[config.mk]
export PLATFORM = sky130hd
export DESIGN_NAME = free_list
export DESIGN_NICKNAME = d
export VERILOG_FILES = /design/src/rtl/free_list.sv
export SDC_FILE = /design/constraint.sdc
export NUM_CORES = 1
export LEC_CHECK = 0
export ABC_AREA = 1
export CELL_PAD_IN_SITES_DETAIL_PLACEMENT = 0
export CELL_PAD_IN_SITES_GLOBAL_PLACEMENT = 1
export CORE_MARGIN = 3
export CORE_UTILIZATION = 33
export DETAILED_ROUTE_END_ITERATION = 12
export PLACE_DENSITY_LB_ADDON = 0.1
export SYNTH_ARGS = -nofsm -noshare
export SYNTH_HDL_FRONTEND = slang
export SYNTH_SLANG_ARGS = --single-unit
[constraint.sdc]
create_clock -name clk -period 5.1 [get_ports clk]
set_input_delay 1.02 -clock clk [delete_from_list [all_inputs] [get_ports clk]]
set_output_delay 1.02 -clock clk [all_outputs]
set_load 0.02 [all_outputs]
[src/rtl/free_list.sv]
// ---------------------------------------------------------------------------
// free_list
//
// Circular free list of physical register numbers (PRNs) for the rename stage.
// The list holds the PRNs that are currently free. It offers up to
// MACHINE_WIDTH of them per cycle, and retire pushes stale PRNs back onto it.
//
// The list uses three pointers. Each pointer is log2(FL_DEPTH)+1 bits wide, and
// its MSB is the wrap bit.
//   r_head     : next PRN to hand to rename (speculative allocation point)
//   r_cmt_head : allocation point as seen by retired (committed) ops
//   r_tail     : next slot that a retired stale PRN is written into
// Slots between r_cmt_head and r_head hold PRNs that have been handed out
// speculatively. Flush moves r_head back to r_cmt_head, so those PRNs become
// free again without being copied anywhere.
//
// Handshake: free_prn_valid[i] && free_prn_ready[i] at a rising clk edge
// transfers free_prn[i] to rename. Valid does not depend on ready. Rename must
// drive ready as a contiguous prefix from lane 0. Ready on an invalid lane has
// no effect.
//
// Ports
//   clk             in   clock
//   rst_n           in   asynchronous active-low reset
//   pipe_flush      in   squash all unretired ops; allocation is blocked
//   free_prn        out  MACHINE_WIDTH x PRF_WIDTH offered PRNs
//   free_prn_valid  out  MACHINE_WIDTH lane offers a PRN
//   free_prn_ready  in   MACHINE_WIDTH rename takes lane
//   retire_prn      in   RETIRE_WIDTH x PRF_WIDTH stale PRNs released
//   retire_valid    in   RETIRE_WIDTH retire lane active (contiguous prefix)
//   free_count      out  registered number of free PRNs held
// ---------------------------------------------------------------------------
module free_list #(
  parameter int PRF_DEPTH     = 64,
  parameter int PRF_WIDTH     = 6,
  parameter int ARF_DEPTH     = 32,
  parameter int MACHINE_WIDTH = 4,
  parameter int RETIRE_WIDTH  = 4
) (
  input  logic                                    clk,
  input  logic                                    rst_n,
  input  logic                                    pipe_flush,
  output logic [MACHINE_WIDTH-1:0][PRF_WIDTH-1:0] free_prn,
  output logic [MACHINE_WIDTH-1:0]                free_prn_valid,
  input  logic [MACHINE_WIDTH-1:0]                free_prn_ready,
  input  logic [RETIRE_WIDTH-1:0][PRF_WIDTH-1:0]  retire_prn,
  input  logic [RETIRE_WIDTH-1:0]                 retire_valid,
  output logic [$clog2(PRF_DEPTH-ARF_DEPTH):0]    free_count
);

  localparam int FL_DEPTH = PRF_DEPTH - ARF_DEPTH;
  localparam int IDX_W    = $clog2(FL_DEPTH);
  localparam int PTR_W    = IDX_W + 1;
  localparam int ACNT_W   = $clog2(MACHINE_WIDTH + 1);
  localparam int RCNT_W   = $clog2(RETIRE_WIDTH + 1);

  // -------------------------------------------------------------------------
  // State
  // -------------------------------------------------------------------------
  logic [PRF_WIDTH-1:0] r_fl [FL_DEPTH];
  logic [PTR_W-1:0]     r_head;
  logic [PTR_W-1:0]     r_cmt_head;
  logic [PTR_W-1:0]     r_tail;
  logic [PTR_W-1:0]     r_free_count;

  // -------------------------------------------------------------------------
  // Next-state wires
  // -------------------------------------------------------------------------
  logic [PTR_W-1:0]         w_count;
  logic [MACHINE_WIDTH-1:0] w_take;
  logic [ACNT_W-1:0]        w_n_alloc;
  logic [RCNT_W-1:0]        w_n_ret;
  logic [PTR_W-1:0]         w_head_next;
  logic [PTR_W-1:0]         w_cmt_head_next;
  logic [PTR_W-1:0]         w_tail_next;
  logic [PTR_W-1:0]         w_count_next;
  logic                     w_rdy_prefix;
  logic                     w_ret_prefix;

  function automatic logic [ACNT_W-1:0] pop_alloc(input logic [MACHINE_WIDTH-1:0] v);
    logic [ACNT_W-1:0] c;
    c = '0;
    for (int k = 0; k < MACHINE_WIDTH; k++) begin
      c = c + ACNT_W'(v[k]);
    end
    return c;
  endfunction

  function automatic logic [RCNT_W-1:0] pop_ret(input logic [RETIRE_WIDTH-1:0] v);
    logic [RCNT_W-1:0] c;
    c = '0;
    for (int k = 0; k < RETIRE_WIDTH; k++) begin
      c = c + RCNT_W'(v[k]);
    end
    return c;
  endfunction

  // The modulo pointer difference gives the occupancy, including after a wrap.
  assign w_count = r_tail - r_head;

  // The offer is a pure function of the registered state. A PRN retired in this
  // cycle is not offered until it has been written into the list.
  always_comb begin
    free_prn       = '0;
    free_prn_valid = '0;
    for (int i = 0; i < MACHINE_WIDTH; i++) begin
      free_prn[i]       = r_fl[r_head[IDX_W-1:0] + IDX_W'(i)];
      free_prn_valid[i] = (w_count > PTR_W'(i)) && !pipe_flush;
    end
  end

  assign w_take    = free_prn_valid & free_prn_ready;
  assign w_n_alloc = pop_alloc(w_take);
  assign w_n_ret   = pop_ret(retire_valid);

  // A value with no zero below any one bit satisfies x & (x+1) == 0.
  assign w_rdy_prefix = ((free_prn_ready & (free_prn_ready + MACHINE_WIDTH'(1))) == '0);
  assign w_ret_prefix = ((retire_valid & (retire_valid + RETIRE_WIDTH'(1))) == '0);

  // Each retiring op commits one earlier allocation. On a flush, head rewinds
  // to the committed point, including this cycle's commits. Every
  // speculatively allocated PRN is therefore free again. Valid is forced low
  // during a flush, so w_n_alloc is zero in that cycle.
  assign w_cmt_head_next = r_cmt_head + PTR_W'(w_n_ret);
  assign w_tail_next     = r_tail + PTR_W'(w_n_ret);
  assign w_head_next     = pipe_flush ? w_cmt_head_next : (r_head + PTR_W'(w_n_alloc));
  assign w_count_next    = w_tail_next - w_head_next;

  assign free_count = r_free_count;

  // -------------------------------------------------------------------------
  // Sequential state
  // -------------------------------------------------------------------------
  always_ff @(posedge clk or negedge rst_n) begin
    if (!rst_n) begin
      // PRNs 0..ARF_DEPTH-1 are the architectural mapping at reset. The rest
      // of the PRNs start out free, in ascending order.
      for (int k = 0; k < FL_DEPTH; k++) begin
        r_fl[k] <= PRF_WIDTH'(ARF_DEPTH + k);
      end
      r_head       <= '0;
      r_cmt_head   <= '0;
      r_tail       <= PTR_W'(FL_DEPTH);
      r_free_count <= PTR_W'(FL_DEPTH);
    end else begin
      for (int j = 0; j < RETIRE_WIDTH; j++) begin
        if (RCNT_W'(j) < w_n_ret) begin
          r_fl[r_tail[IDX_W-1:0] + IDX_W'(j)] <= retire_prn[j];
        end
      end
      r_head       <= w_head_next;
      r_cmt_head   <= w_cmt_head_next;
      r_tail       <= w_tail_next;
      r_free_count <= w_count_next;
    end
  end

  // -------------------------------------------------------------------------
  // Usage checks
  // -------------------------------------------------------------------------
  always @(posedge clk) begin
    if (rst_n) begin
      assert (w_rdy_prefix)
        else $error("free_list: free_prn_ready is not a contiguous prefix");
      assert (w_ret_prefix)
        else $error("free_list: retire_valid is not a contiguous prefix");
      assert (w_count_next <= PTR_W'(FL_DEPTH))
        else $error("free_list: free count would exceed list capacity");
      // If the committed pointer overtakes head, the difference wraps and the
      // result is far larger than the list capacity.
      assert ((w_head_next - w_cmt_head_next) <= PTR_W'(FL_DEPTH))
        else $error("free_list: cmt_head passed head");
      for (int j = 0; j < RETIRE_WIDTH; j++) begin
        if (RCNT_W'(j) < w_n_ret) begin
          assert ({1'b0, retire_prn[j]} < (PRF_WIDTH + 1)'(PRF_DEPTH))
            else $error("free_list: retire_prn out of range");
          for (int i = 0; i < MACHINE_WIDTH; i++) begin
            if (free_prn_valid[i]) begin
              assert (retire_prn[j] != free_prn[i])
                else $error("free_list: retired PRN is currently offered as free");
            end
          end
        end
      end
    end
  end

endmodule

# Word-level counts from Yosys, hierarchy flattened
# Cells that the tools add are included.
# classes
n_reduce_logical	9
addsub	17
n_mux	29
magnitude_cmp	20
n_bitwise	9
# ops
cell	count
bitwise mux 192 bit	4
two-way mux 192 bit	4
binary-select mux 6 bit (select 5 bit)	4
demux 6 bit (select 5 bit)	4
two-way mux 6 bit	13
>= comparator 6 bit, second input constant	8
inverter 5 -> 6 bit	8
< comparator 6 x 1 -> 1 bit, second input constant	4
adder 5 x 2 -> 5 bit, second input constant	4
adder 6 x 3 -> 6 bit	3
greater-than comparator 6 x 1 -> 1 bit, second input constant	2
greater-than comparator 6 x 2 -> 1 bit, second input constant	2
subtractor 6 bit	2
adder 5 x 1 -> 5 bit, second input constant	2
logical AND 1 bit	8
adder 2 x 1 -> 3 bit	2
adder 3 x 1 -> 3 bit	2
< comparator 1 x 3 -> 1 bit, first input constant	2
< comparator 2 x 3 -> 1 bit, first input constant	2
adder 1 x 1 -> 2 bit	2
AND 4 bit	1
zero test 1 bit	1
# word_totals
in_bits	35
out_inout_bits	34
regBits	216

# Logic depth before layout (Yosys ltp)
# depth
word_depth	13
depth_mapped	31
ltp_nobuf	29

# Worst setup path before layout
# OpenSTA, ideal clock, no wires.
# synth_timing
kind	reg2reg
from	reg r_head[1]
to	reg r_free_count[5] (netlist: free_count[5])
synth_period_minus_slack_ns	4.784
path_slack_ns	0.316
arrival_time_ns	4.709
setup_ns	0.076
path_stages_with_launch	30
cell_sequence	dfrtp_1 -> inv_1 -> clkbuf_1 -> clkbuf_1 -> ha_1 -> nand3b_1 -> nand2_1 -> nand2_1 -> nand3_1 -> nor2_1 -> o211ai_1 -> nand3_1 -> fa_1 -> inv_1 -> fa_1 -> inv_1 -> fa_1 -> nor2_1 -> xor2_1 -> o21ai_0 -> inv_1 -> ha_1 -> nand2_1 -> or2_2 -> nand3_1 -> inv_1 -> nand2_1 -> nand2_1 -> nand2_1 -> nand2_1
# synth_between
elab_chain_len	10
word_cells_on_any_way	16
# synth_rtl
item	line	rtl
from (decl)	61	logic [PTR_W-1:0] r_head;
from (signal assigned)	151	r_head <= w_head_next;
subtractor 6 bit	99	assign w_count = r_tail - r_head;
greater-than comparator 6 x 1 -> 1 bit	108	free_prn_valid[i] = (w_count > PTR_W'(i)) && !pipe_flush;
logical AND 1 bit	108	
AND 4 bit	112	assign w_take = free_prn_valid & free_prn_ready;
adder 1 x 1 -> 2 bit	84	c = c + ACNT_W'(v[k]);
adder 2 x 1 -> 3 bit	84	
adder 3 x 1 -> 3 bit	84	
adder 6 x 3 -> 6 bit *	126	assign w_head_next = pipe_flush ? w_cmt_head_next : (r_head + PTR_W'(w_n_alloc));
two-way mux 6 bit *	126	
net w_head_next[4]	73	logic [PTR_W-1:0] w_head_next;
subtractor 6 bit *	127	assign w_count_next = w_tail_next - w_head_next;
net w_count_next[5]	76	logic [PTR_W-1:0] w_count_next;
to (signal assigned)	144	r_free_count <= PTR_W'(FL_DEPTH);
to (signal assigned)	154	r_free_count <= w_count_next;
to (decl)	64	logic [PTR_W-1:0] r_free_count;
# Mark *: on every way through the listed nets, which the timed path passes. The rest lies on a longest branch.

==> impl.org <==
** Worst setup path
- Critical Path Start Type :: flip-flop
- At the worst endpoint, the arrival time is 3.93 ns.
- In this design, the largest share of critical-path delay is due to buffers and inverters.
- Worst Path Required :: 4.08 ns
- Of all nets on the critical path, the largest fanout is 87.
- In this design, the critical path's most frequently occurring cell is sky130_fd_sc_hd__nand3_1.
- Counting both buffers and inverters, the worst setup path holds a total of 4.
- The critical path ends at free_prn[7].
- Worst reg2reg setup slack :: 0.38 ns
- Start-to-end type of the worst setup path :: flip-flop to output port
- Worst reg-to-reg path cell count :: 25
- On the critical path, the stage with the largest delay is an instance of sky130_fd_sc_hd__clkdlybuf4s50_1.
- Startpoint of the most critical register-to-register path :: r_head[0]
- The endpoint identified for the worst register-to-register timing path is free_count[5].
- Slowest cell delay on critical path :: 0.64 ns
- The worst setup path is captured at an output port.
- Critical path startpoint :: r_head[1]
- Instance count on the critical path :: 10
- The critical path goes through buf_4 -> buf_8 -> ha_1 -> xor2_2 -> buf_4 -> nand3_1 -> nand3_1 -> nand3_1 -> nand2_1 -> clkdlybuf4s50_1.

** Pwr
- Pwr Density :: 913 nW/µm²
- Maximum vdd ir drop :: 0.796 mV
- Static Leakage :: 0.0130 µW

** Synthesis
- The most used flip-flop cell after synthesis is sky130_fd_sc_hd__dfstp_2.
- In this run, synthesis inferred 0 flip-flops with an integrated enable.
- Counting every instance in the synthesized netlist gives 4,236.
- Synthesized netlist net count :: 4,305
- For this run, asynchronously set or reset flops after synthesis account for 100%.
- Proportion of synthesized chip area in sequential cells :: 23.0%
- The biggest area contributor in the post-synthesis netlist is sky130_fd_sc_hd__nand2_1.
- Number of storage elements in the synthesis netlist :: 216
- Number of distinct library cell variants in the gate-level netlist after synthesis :: 48
- In this run the cell area of the synthesized design comes to 24,200 µm².
- Yosys attributes the largest share of cell area to sky130_fd_sc_hd__nand2_1 (19%), sky130_fd_sc_hd__dfstp_2 (12%), sky130_fd_sc_hd__nor2_1 (12%), sky130_fd_sc_hd__nand3_1 (11%), sky130_fd_sc_hd__dfrtp_1 (11%).
- During synthesis, Yosys emitted a total of 0 warnings.
- Post-Syn Area per Cell :: 5.70 µm²
- Fraction of synthesized cell area taken by the top area cell type :: 18.7%

** Die
- The die covers 76,500 µm².
- Row count :: 98
- Vertical die dimension :: 277 µm
- The region available for standard cell placement spans 72,000 µm².
- Die span in x :: 277 µm
- Initial standard-cell utilization of the core :: 33.6%
- Pin placement for this block handled 69 I/O pins.

** STA
- Final setup vio count :: 0
- Unrepaired setup endpoints after global routing :: no
- Max frequency :: 0.202 GHz
- Final worst clock skew :: 0.0160 ns
- Final-layout worst hold slack :: 0.345 ns
- The number of pins with negative max-slew slack in the final report came to 0.
- Endpoints failing hold :: 0
- Measured against its own limit, the worst slew margin works out to 16.7%.
- For the pin with the worst max-slew slack, the measured transition is 1.25 ns.
- For the final routed database, the setup TNS stands at 0 ns.
- The clock period could shrink to 4.95 ns.
- Of the available clock period, the critical path in the final layout requires 97.1%.

** Placement
- Summed over all nets, the half-perimeter wirelength after detailed placement is 93,200 µm.
- Total of buffers placed on input and output ports :: 68
- Final GP Congestion :: 1.04
- Including well taps, the total number of placed cells is 5,094.

** Layout
- From synthesis to final layout, the design area changed by 11.8%.
- End-of-flow core utilization :: 37.5%
- Number of antenna diodes :: 0
- The layout has 8,008 filler cells.
- After the last flow step, the layout net total stands at 4,246.
- Leaving out filler cells and counting taps, the final layout contains 5,152.
- Fraction of layout instances using a drive strength above 1 :: 11.9%

** Worst hold path
- The min-delay analysis places its worst path in the category primary input to async pin.

** Clock network
- Maximum buffer depth of the clock tree :: 3
- Clock latency on the worst-skew pair :: 0.63 ns
- Buffers added to address setup during post-CTS repair amount to 0.
- CTS tree :: built
- The tree built by TritonCTS fans out to 216 sinks.
- Clock root buffer :: sky130_fd_sc_hd__clkbuf_16
- Post-cts hold buffer count :: 0
- Clock-pin slew was measured on the worst setup and hold paths at 0.06 ns.
- In this run the number of H-tree levels came out at 1.
- Number of buffers created by CTS :: 31

** Route
- Vias per cell :: 5.72
- In the final routed layout, each cell accounts on average for 26.8 µm.
- Post-route antenna net violation count :: 0
- Detailed routing inserted a total of 29,400 vias.
- The first routing iteration left 4,518 violations.
- The first detailed-routing pass took 8 iterations.
- For this block, the routed nets add up to 138,000 µm of wire.
- Residual DRC :: 0

** GRT
- Vias in the first global route :: 26,400
- Wire length of the first global-routing pass :: 196,000 µm
- For this run the aggregate overflow at the end of global routing stands at 0.
- Largest net degree at the start of global routing :: 122
- The number of antenna violations at the first check in global routing was 3.
- Global Route Usage Sum :: 34.6%

** Status
- Status :: completed

** Job
- The tool flagged a number of max-cap violations equal to 0.
sequential cells by signal, indices dropped and copies added (netlist names):
register,cells
free_count,6
r_cmt_head,6
r_fl,192
r_head,6
r_tail,6
where the power goes:
group / internal [µW] / leakage (µW) / switching (µW)
Combinational: 5430 / 0.0100 / 13000
Clock: 1500 / 0.000553 / 982
Sequential: 2980 / 0.00241 / 787
worst min-delay path by stage:
| stage | from | to | slack, ns | depth (start not counted) |
|---|---|---|---|---|
| 3_5_place_dp | r_cmt_head[5] | r_cmt_head[5] | 0.49 | 2 |
| 6_report | rst_n | r_fl[54] | 0.34 | 1 |
| 2_1_floorplan | r_cmt_head[5] | r_cmt_head[5] | 0.46 | 2 |
| 3_3_place_gp | r_cmt_head[5] | r_cmt_head[5] | 0.49 | 2 |
| 4_1_cts | rst_n | r_fl[66] | 0.43 | 1 |
| 5_1_grt | rst_n | r_fl[54] | 0.44 | 1 |
metrics by stage:
stage	setup WS (ns)	area, µm²	total power (µW)
2_1_floorplan	0.316	24200	14700
3_3_place_gp	0.323	25900	21600
3_5_place_dp	0.336	25900	21500
4_1_cts	0.0811	27000	24000
5_1_grt	0.0272	27000	26000
6_report	0.149	27000	24700
synthesized netlist by cell type, types with 7 or more instances:
cell type                  count
sky130_fd_sc_hd__nor2_4       20
sky130_fd_sc_hd__or2_2        20
sky130_fd_sc_hd__xor2_1       19
sky130_fd_sc_hd__buf_6         8
sky130_fd_sc_hd__inv_2        44
sky130_fd_sc_hd__nand4_2      27
sky130_fd_sc_hd__buf_4        16
sky130_fd_sc_hd__nand2_1    1204
sky130_fd_sc_hd__clkbuf_1    156
sky130_fd_sc_hd__nand4_4       7
sky130_fd_sc_hd__dfrtp_1     102
sky130_fd_sc_hd__nand4_1     137
sky130_fd_sc_hd__nor2_2       22
sky130_fd_sc_hd__buf_2        83
sky130_fd_sc_hd__nor2_1      791
sky130_fd_sc_hd__o21ai_0     219
sky130_fd_sc_hd__fa_1          8
sky130_fd_sc_hd__nand3_1     525
sky130_fd_sc_hd__buf_1        22
sky130_fd_sc_hd__ha_1         26
sky130_fd_sc_hd__a21oi_1     214
sky130_fd_sc_hd__mux2i_1       9
sky130_fd_sc_hd__inv_1       320
sky130_fd_sc_hd__nand2_2       9
sky130_fd_sc_hd__o211ai_1     67
sky130_fd_sc_hd__clkinv_1      7
sky130_fd_sc_hd__dfstp_2     114
cells in the final DEF (no fill, tap or decap), types with 4 or more instances in the layout:
master and count:
sky130_fd_sc_hd__inv_1 303, sky130_fd_sc_hd__clkinv_1 11, sky130_fd_sc_hd__nand4_1 137, sky130_fd_sc_hd__buf_2 11, sky130_fd_sc_hd__nor2_4 22, sky130_fd_sc_hd__clkbuf_8 6
sky130_fd_sc_hd__nand2_2 9, sky130_fd_sc_hd__ha_1 25, sky130_fd_sc_hd__nand3_1 525, sky130_fd_sc_hd__fa_1 8, sky130_fd_sc_hd__nand2_4 4, sky130_fd_sc_hd__nand3_2 4
sky130_fd_sc_hd__nand2_1 1204, sky130_fd_sc_hd__a21oi_1 214, sky130_fd_sc_hd__nand3_4 4, sky130_fd_sc_hd__buf_4 107, sky130_fd_sc_hd__xor2_1 17, sky130_fd_sc_hd__clkbuf_1 6
sky130_fd_sc_hd__nor2_2 22, sky130_fd_sc_hd__dfrtp_1 100, sky130_fd_sc_hd__nand4_2 27, sky130_fd_sc_hd__clkdlybuf4s50_1 55, sky130_fd_sc_hd__clkinv_2 8, sky130_fd_sc_hd__nor2_1 789
sky130_fd_sc_hd__mux2i_1 9, sky130_fd_sc_hd__nor2_8 6, sky130_fd_sc_hd__o211ai_1 67, sky130_fd_sc_hd__o21ai_0 218, sky130_fd_sc_hd__dfstp_2 114, sky130_fd_sc_hd__bufinv_16 6
sky130_fd_sc_hd__clkbuf_16 31, sky130_fd_sc_hd__or2_2 20, sky130_fd_sc_hd__buf_12 17, sky130_fd_sc_hd__nand4_4 7, sky130_fd_sc_hd__inv_2 57
kinds of logic after synthesis:
kind of cell / Yosys count / synth area share [%]
fa+ha+maj: 34 / 2.01
simple gates: 2786 / 51.0
xor+xnor: 23 / 0.974
mux: 9 / 0.373
buf+inv: 658 / 11.2
compound gates: 510 / 11.4
flops: 216 / 23.0
layer usage:
metal  up-vias  global-route usage, %  share of wire [%]
met5         -                      0                  0
met4         0                   13.5                4.7
met3       312                   6.24                 11
met2      1769                   50.9                 41
met1     13800                   49.9                 43
li1      13500                      -                  -
final cells by class:
type                            count  area, µm²  area share, %
Timing Repair Buffer              194       1800           6.65
Inverter                          372       1400           5.18
Clock buffer                       43        881           3.26
Clock inverter                     15        229          0.848
Tap cell                          950       1190           4.40
Multi-Input combinational cell   3362      16000           59.1
Sequential cell                   216       5560           20.6
worst reg2reg max path, cell delays in order (launching register included):
cell and delay [ns]:
sky130_fd_sc_hd__dfrtp_4 0.49, sky130_fd_sc_hd__ha_1 0.23, sky130_fd_sc_hd__fa_1 0.40, sky130_fd_sc_hd__nand3b_1 0.17, sky130_fd_sc_hd__nand2_1 0.08, sky130_fd_sc_hd__xor2_1 0.14, sky130_fd_sc_hd__nor2_1 0.09, sky130_fd_sc_hd__o211ai_1 0.12
sky130_fd_sc_hd__nand3_1 0.13, sky130_fd_sc_hd__fa_1 0.46, sky130_fd_sc_hd__inv_1 0.08, sky130_fd_sc_hd__fa_1 0.18, sky130_fd_sc_hd__inv_1 0.06, sky130_fd_sc_hd__fa_1 0.45, sky130_fd_sc_hd__xor2_1 0.16, sky130_fd_sc_hd__o21ai_0 0.23
sky130_fd_sc_hd__inv_1 0.07, sky130_fd_sc_hd__ha_1 0.35, sky130_fd_sc_hd__a21oi_1 0.10, sky130_fd_sc_hd__or2_2 0.28, sky130_fd_sc_hd__nand3_1 0.12, sky130_fd_sc_hd__inv_1 0.05, sky130_fd_sc_hd__nand2_1 0.08, sky130_fd_sc_hd__nand2_1 0.05
sky130_fd_sc_hd__nand2_1 0.05, sky130_fd_sc_hd__nand2_1 0.04
repair_timing:
item	CTS	global route
setup endpoints to repair	16	20
resized for setup	2	7
pin swaps	0	0
Note: power is estimated with default switching activity, not from simulation.
